==> src/rtl/controlador_varredura_caixa_pkg.sv <==
// Shared types for the water-tank display scanner: level codes, scan states and
// the first column of every frame.
package controlador_varredura_caixa_pkg;

  localparam logic [2:0] NIVEL_VAZIO = 3'b000;
  localparam logic [2:0] NIVEL_BAIXO = 3'b001;
  localparam logic [2:0] NIVEL_MEDIO = 3'b010;
  localparam logic [2:0] NIVEL_ALTO  = 3'b011;
  localparam logic [2:0] NIVEL_ERRO  = 3'b100;

  localparam logic [4:0] COL_INICIO = 5'b00001;

  typedef enum logic {
    PARADO = 1'b0,
    VARRE  = 1'b1
  } estado_t;

  // Sensors fill from the bottom up; any gap in the {alto,medio,baixo} stack is a fault.
  function automatic logic [2:0] classifica_nivel(input logic [2:0] sens);
    logic [2:0] nivel;
    case (sens)
      3'b000:  nivel = NIVEL_VAZIO;
      3'b001:  nivel = NIVEL_BAIXO;
      3'b011:  nivel = NIVEL_MEDIO;
      3'b111:  nivel = NIVEL_ALTO;
      default: nivel = NIVEL_ERRO;
    endcase
    return nivel;
  endfunction

endpackage

==> src/rtl/controlador_varredura_caixa_filtro_sensores.sv <==
// Synchronises the three level sensors and commits a new triple only after
// DEBOUNCE_FRAMES identical samples taken on the sample strobe (frame end).
module filtro_sensores
  import controlador_varredura_caixa_pkg::*;
#(
  parameter int DEBOUNCE_FRAMES = 4
) (
  input  logic       clk,
  input  logic       reset,
  input  logic       amostra_i,
  input  logic [2:0] sensores_i,
  output logic [2:0] sensores_o,
  output logic       commit_o,
  output logic [2:0] commit_dat_o
);

  localparam int CW = $clog2(DEBOUNCE_FRAMES + 1);
  localparam logic [CW-1:0] CNT_MAX = CW'(DEBOUNCE_FRAMES);
  localparam logic [CW-1:0] CNT_UM  = CW'(1);

  logic [2:0]    sync1_q, sync2_q;
  logic [2:0]    cand_q, cand_d;
  logic [CW-1:0] cnt_q, cnt_d;
  logic [2:0]    com_q, com_d;
  logic          commit;

  always_comb begin
    cand_d = cand_q;
    cnt_d  = cnt_q;
    com_d  = com_q;
    commit = 1'b0;
    if (amostra_i) begin
      if (sync2_q != cand_q) begin
        cand_d = sync2_q;
        cnt_d  = CNT_UM;
        if (DEBOUNCE_FRAMES == 1) begin
          commit = 1'b1;
          com_d  = sync2_q;
        end
      end else if (cnt_q < CNT_MAX) begin
        cnt_d = cnt_q + CNT_UM;
        if (cnt_d == CNT_MAX) begin
          commit = 1'b1;
          com_d  = cand_q;
        end
      end
    end
  end

  always_ff @(posedge clk) begin
    if (reset) begin
      sync1_q <= '0;
      sync2_q <= '0;
      cand_q  <= '0;
      cnt_q   <= '0;
      com_q   <= '0;
    end else begin
      sync1_q <= sensores_i;
      sync2_q <= sync1_q;
      cand_q  <= cand_d;
      cnt_q   <= cnt_d;
      com_q   <= com_d;
    end
  end

  assign sensores_o   = com_q;
  assign commit_o     = commit;
  assign commit_dat_o = com_d;

endmodule

==> src/rtl/controlador_varredura_caixa.sv <==
// Scans the 5x7 tank display one column at a time, frames the debounced sensor
// triple so it only changes between frames, and classifies the tank level.
module controlador_varredura_caixa
  import controlador_varredura_caixa_pkg::*;
#(
  parameter int DIV_SCAN        = 50000,
  parameter int DEBOUNCE_FRAMES = 4
) (
  input  logic       clk,
  input  logic       reset,
  input  logic       enable,
  input  logic       alto_in,
  input  logic       medio_in,
  input  logic       baixo_in,
  output logic [4:0] col,
  output logic       alto,
  output logic       medio,
  output logic       baixo,
  output logic [2:0] nivel,
  output logic       erro,
  output logic       fim_quadro
);

  localparam int DW = (DIV_SCAN > 1) ? $clog2(DIV_SCAN) : 1;
  localparam logic [DW-1:0] DIV_MAX = DW'(DIV_SCAN - 1);
  localparam logic [DW-1:0] DIV_UM  = DW'(1);

  estado_t       estado_q, estado_d;
  logic [DW-1:0] div_q, div_d;
  logic [4:0]    col_q, col_d;
  logic [2:0]    nivel_q, nivel_d;
  logic          fim;
  logic [2:0]    sensores;
  logic          commit;
  logic [2:0]    commit_dat;

  assign fim = (estado_q == VARRE) && enable && (col_q == 5'b10000) && (div_q == DIV_MAX);

  always_comb begin
    estado_d = estado_q;
    div_d    = div_q;
    col_d    = col_q;
    if (estado_q == PARADO) begin
      div_d = '0;
      col_d = '0;
      if (enable) begin
        estado_d = VARRE;
        col_d    = COL_INICIO;
      end
    end else begin
      if (!enable) begin
        // Abort mid-frame; re-enable always restarts from the first column.
        estado_d = PARADO;
        div_d    = '0;
        col_d    = '0;
      end else if (div_q == DIV_MAX) begin
        div_d = '0;
        col_d = {col_q[3:0], col_q[4]};
      end else begin
        div_d = div_q + DIV_UM;
      end
    end
  end

  assign nivel_d = commit ? classifica_nivel(commit_dat) : nivel_q;

  always_ff @(posedge clk) begin
    if (reset) begin
      estado_q <= PARADO;
      div_q    <= '0;
      col_q    <= '0;
      nivel_q  <= NIVEL_VAZIO;
    end else begin
      estado_q <= estado_d;
      div_q    <= div_d;
      col_q    <= col_d;
      nivel_q  <= nivel_d;
    end
  end

  filtro_sensores #(
    .DEBOUNCE_FRAMES(DEBOUNCE_FRAMES)
  ) u_filtro (
    .clk         (clk),
    .reset       (reset),
    .amostra_i   (fim),
    .sensores_i  ({alto_in, medio_in, baixo_in}),
    .sensores_o  (sensores),
    .commit_o    (commit),
    .commit_dat_o(commit_dat)
  );

  assign col        = col_q;
  assign alto       = sensores[2];
  assign medio      = sensores[1];
  assign baixo      = sensores[0];
  assign nivel      = nivel_q;
  assign erro       = (nivel_q == NIVEL_ERRO);
  assign fim_quadro = fim;

endmodule
==> config.mk <==
export PLATFORM = sky130hd
export DESIGN_NAME = controlador_varredura_caixa
export DESIGN_NICKNAME = d
export VERILOG_FILES = /design/src/rtl/controlador_varredura_caixa_pkg.sv /design/src/rtl/controlador_varredura_caixa_filtro_sensores.sv /design/src/rtl/controlador_varredura_caixa.sv
export SDC_FILE = /design/constraint.sdc
export NUM_CORES = 1
export LEC_CHECK = 0
export ABC_CLOCK_PERIOD_IN_PS = 5150
export BUFFER_PORTS_ARGS = -buffer_cell sky130_fd_sc_hd__buf_2
export CAP_MARGIN = 10
export CELL_PAD_IN_SITES_DETAIL_PLACEMENT = 0
export CELL_PAD_IN_SITES_GLOBAL_PLACEMENT = 1
export CORE_UTILIZATION = 30
export DETAILED_ROUTE_END_ITERATION = 8
export PLACE_DENSITY = 0.69
export SETUP_SLACK_MARGIN = 0.2
export SLEW_MARGIN = 20
export SYNTH_ARGS = -nofsm -noshare
export SYNTH_HDL_FRONTEND = slang
export SYNTH_SLANG_ARGS = --single-unit
==> constraint.sdc <==
create_clock -name clk -period 5.15 [get_ports clk]
set_input_delay 0.7725 -clock clk [delete_from_list [all_inputs] [get_ports clk]]
set_output_delay 0.7725 -clock clk [all_outputs]
set_load 0.03 [all_outputs]
Yosys cells after proc, flatten, opt, wreduce, memory -nomap -nowiden
Cells that the tools add are included.
{"block": "classes", "muxes": 16, "n_reduce_logical": 8, "n_addsub": 2, "n_lt_le_gt_ge": 1, "n_bitwise": 2, "eq_ne": 9}
{"cell": "$mux 3", "count": 6}
{"cell": "$add 16x1->16 const B", "count": 1}
{"cell": "$eq 16x16->1 const B", "count": 1}
{"cell": "$mux 5", "count": 3}
{"cell": "$pmux 3 s4", "count": 1}
{"cell": "$eq 3x3->1 const B", "count": 3}
{"cell": "$mux 1", "count": 6}
{"cell": "$eq 5x5->1 const B", "count": 1}
{"cell": "$reduce_and 2->1", "count": 2}
{"cell": "$reduce_or 4->1", "count": 1}
{"cell": "$add 3x1->3 const B", "count": 1}
{"cell": "$eq 3x1->1 const B", "count": 1}
{"cell": "$eq 3x2->1 const B", "count": 1}
{"cell": "$logic_and 1x1->1", "count": 3}
{"cell": "$logic_not 3->1", "count": 1}
{"cell": "$lt 3x3->1 const B", "count": 1}
{"cell": "$ne 3x2->1 const B", "count": 1}
{"cell": "$ne 3x3->1", "count": 1}
{"cell": "$not 1->1", "count": 2}
{"cell": "$reduce_bool 2->1", "count": 1}
{"block": "totals", "output_inout_bits": 13, "regBits": 40}

Longest topological paths before layout
{"block": "logic_depth", "word_depth": 8, "ltp_mapped": 7}

By module
From an unflattened synthesis, not the netlist that was laid out.
{"block": "hier_totals", "hier_cells": 177, "hier_area_um2": 1766.7}
{"module": "controlador_varredura_caixa", "seq_area_each_um2": 500.5, "cells_each": 124, "area_per_inst_um2": 1172.4, "n_inst": 1}
{"module": "filtro_sensores", "seq_area_each_um2": 300.3, "cells_each": 53, "area_per_inst_um2": 594.3, "n_inst": 1}

Worst setup path after synthesis
Ideal clock, no wire load.
{"block": "synth_path", "path_kind": "in2out", "startpoint": "input port enable", "endpoint": "output port fim_quadro", "path_slack_ns": 2.290, "cell_stages": 4, "arrival_ns": 2.088, "path_cell_list": "nand4b_1 or4_1 buf_2 nor3_1"}
{"block": "synth_between", "elab_chain_len": 3}
{"element": "from (decl)", "line": "controlador_varredura_caixa.sv:11", "text": "input logic enable,"}
{"element": "$logic_and 1x1->1 (3 in series)", "line": "controlador_varredura_caixa.sv:37", "text": "assign fim = (estado_q == VARRE) && enable && (col_q == 5'b10000) && (div_q == DIV_MAX);"}
{"element": "to (decl)", "line": "controlador_varredura_caixa.sv:21", "text": "output logic fim_quadro"}
No other way between the ends.

Final worst setup path
Ends and elaborated chain as after synthesis.

==> flow_summary.yaml <==
logic_synthesis:
  avgSynthCellArea_um2: 8.89
  yosys_warnings: 0
  synth_seq_cells: 40
  netlist_area_um2: 1730
  yosysSeqAreaShare_pct: 46.2
  syn-num-nets: 204
  yosysUniqueCellTypes: 35
  synthCells: 195
clock_tree:
  cts_htree_levels: 2
  cts_hold_buffers: 0
  clockBufferDepth: 2
  clk_latency_ps: 290
  clock-root-buffer: "clkbuf_8"
  path_clk_slew_ps: 80
  cts_sinks: 40
  cts_setup_buffers: 0
  cts_tree: "yes"
  cts_resized: 0
  cts_buffers: 5
drt:
  drc: 0
  met3_length_um: 96
  vias: 1386
  drt_iter0_markers: 67
  wl_met2_mm: 1.46
  wl_per_cell_um: 11.5
  wl_met1_mm: 1.69
  highest_layer: "met4"
  dr.pass1.iters: 4
  drt-total-wl_mm: 3.30
  avgViaCountPerCell: 4.85
  ant_nets: 0
global_routing:
  grt_max_degree: 17
  grt_overflow: 0
  grt_pass1_wl_mm: 5.82
  grtUsageTotal_pct: 12.2
  first_global_vias: 1261
  antenna_found_initial: 0
placement:
  dp_hpwl_mm: 2.26
  io_buffers: 18
  place_inst: 278
  place_area_um2: 1890
  gp_congestion: 0.736
critical_path:
  cp_common_cell: "buf_2"
  cp_max_fo: 7
  end_kind: "output port"
  critPathKind: "primary input to output port"
  worst_path_max_delay_cell: "or4_1"
  critPathLaunchType: "primary input"
  worst-path-buf-inv: 2
  crit_chain: "buf_2 > nand4b_1 > or4_1 > nor3_1 > buf_2"
  required_ps: 4380
  cp_slowest_stage_delay_ps: 580
  crit_arrival_ps: 1990
  cp_top_family: "simple AND/OR/NAND/NOR gates"
flow_run:
  drv_cap: 0
final_layout:
  final_area_um2: 2000
  layout_commonest_cell: "dfxtp_1"
  area_delta_synth_final_pct: 15.2
  final_cell_mix: "dfxtp_1, nand2_1, nor2_1, buf_2"
  fin_nets: 222
  final_layout_size_suffix_gt1_share_pct: 13.6
  antennaDiodeCount: 0
  final_cells: 286
power:
  ir_drop_v: 0.000128
  power.static_leakage_uw: 0.000636
  pwr_density_cell_nw_per_um2: 290
sta:
  fin_crit_sh_pct: 53.7
  fin_skew_ps: 5.27
  slew_headroom_pct: 42.2
  tightest_slew_ps: 859
  tns_ps: 0
  rsz0062_at_grt: "false"
  fin_crit_ps: 2770
  setup_violations: 0
  timing.final.hold_violations: 0
  fmaxAchievable_mhz: 361
  drv_slew: 0
floorplan:
  dieArea_um2: 6080
  dieWidth_um: 78
  core_um2: 5540
  fp.dieH_um: 78
  ios: 19
  num_rows: 27
  initial_core_util_pct: 31.3
hold_path:
  hold_path.class: "register to register"
run_status:
  status: "finished clean"
[final timing paths]
kind	slack, ps	start	end	cells after the start
max reg2reg	2760	div_q[12]	u_filtro.sensores_o[0]	4
max	2380	enable	fim_quadro	5
min reg2reg	440	u_filtro.sync1_q[1]	u_filtro.sync2_q[1]	1
min	440	u_filtro.sync1_q[1]	u_filtro.sync2_q[1]	1
[layout make-up]
cell class	instances	area, um^2
Sequential cell	40	801
Clock buffer	5	68.8
Clock inverter	3	42.5
Inverter	5	18.8
Tap cell	72	90.1
Fill cell	618	3540
Timing Repair Buffer	18	90.1
Multi-Input combinational cell	143	886
[metrics by stage]
stage	worst slack, ps	power [uW]	hold slack, ps	util (%)
after floorplan	2290	330	414	-
after global placement	2380	335	422	34.0
after detailed placement	2370	335	428	34.0
after CTS	2370	589	448	36.0
after global routing	2310	607	460	36.0
final	2380	580	440	36.0
[worst register-to-register path, cell delays in order, from the launching register on]
cell and delay, ps:
dfxtp_1 360, nor4b_1 420, nand4b_1 510, nor4_4 660, mux2_4 340
[synth_stat cells (all sizes together)]
| cell type | n | share of area [%] |
|---|---|---|
| xnor2 | 12 | 6.1 |
| or3 | 4 | 1.4 |
| nand4 | 3 | 1.1 |
| nor4b | 2 | 1.0 |
| nor4 | 6 | 3.0 |
| o22ai | 1 | 0.36 |
| clkbuf | 6 | 1.3 |
| o31ai | 2 | 0.87 |
| clkinv | 1 | 0.22 |
| nor4bb | 2 | 1.2 |
| or2 | 1 | 0.36 |
| inv | 4 | 0.87 |
| mux2 | 1 | 0.87 |
| nor2b | 10 | 3.6 |
| a21oi | 11 | 3.2 |
| nand3 | 12 | 3.5 |
| a21boi | 1 | 0.43 |
| buf | 1 | 0.29 |
| xor2 | 2 | 1.0 |
| nor3b | 1 | 0.43 |
| a32o | 1 | 0.58 |
| dfxtp | 40 | 46 |
| a211oi | 1 | 0.43 |
| nand3b | 1 | 0.43 |
| nor2 | 18 | 3.9 |
| and4b | 1 | 0.58 |
| ha | 3 | 2.2 |
| or4 | 3 | 1.3 |
| mux2i | 7 | 4.0 |
| o21ai | 5 | 1.4 |
| nand4b | 2 | 1.0 |
| nand2 | 26 | 5.6 |
| a31oi | 1 | 0.36 |
| nor3 | 3 | 0.87 |
[where the power goes]
part,switching [uW],internal [uW]
clock network,109,143
registers,1.81,312
logic,8.00,4.84
total,119,460
[routing by layer]
metal  up-vias  track usage (%)
met2        19             18.1
met4         0             4.44
met5         -                0
li1        715                -
met3         5             3.53
met1       647             16.8
[logic make-up (layout without fill, tap and decap cells)]
logic type / after synthesis / after routing / share of synthesized area, %
simple gates: 95 / 95 / 29.3
flops: 40 / 40 / 46.2
compound gates: 23 / 23 / 7.65
xor+xnor: 14 / 14 / 7.08
buf+inv: 12 / 31 / 2.67
mux: 8 / 8 / 4.91
fa+ha+maj: 3 / 3 / 2.17
[state kept, by name (all words and copies together) (netlist names)]
signal / flops
u_filtro.sync2_q: 3
col: 5
u_filtro.cnt_q: 3
div_q: 16
nivel: 3
u_filtro.sync1_q: 3
u_filtro.cand_q: 3
estado_q: 1
u_filtro.sensores_o: 3
Note: power is estimated with default switching activity, not from simulation.
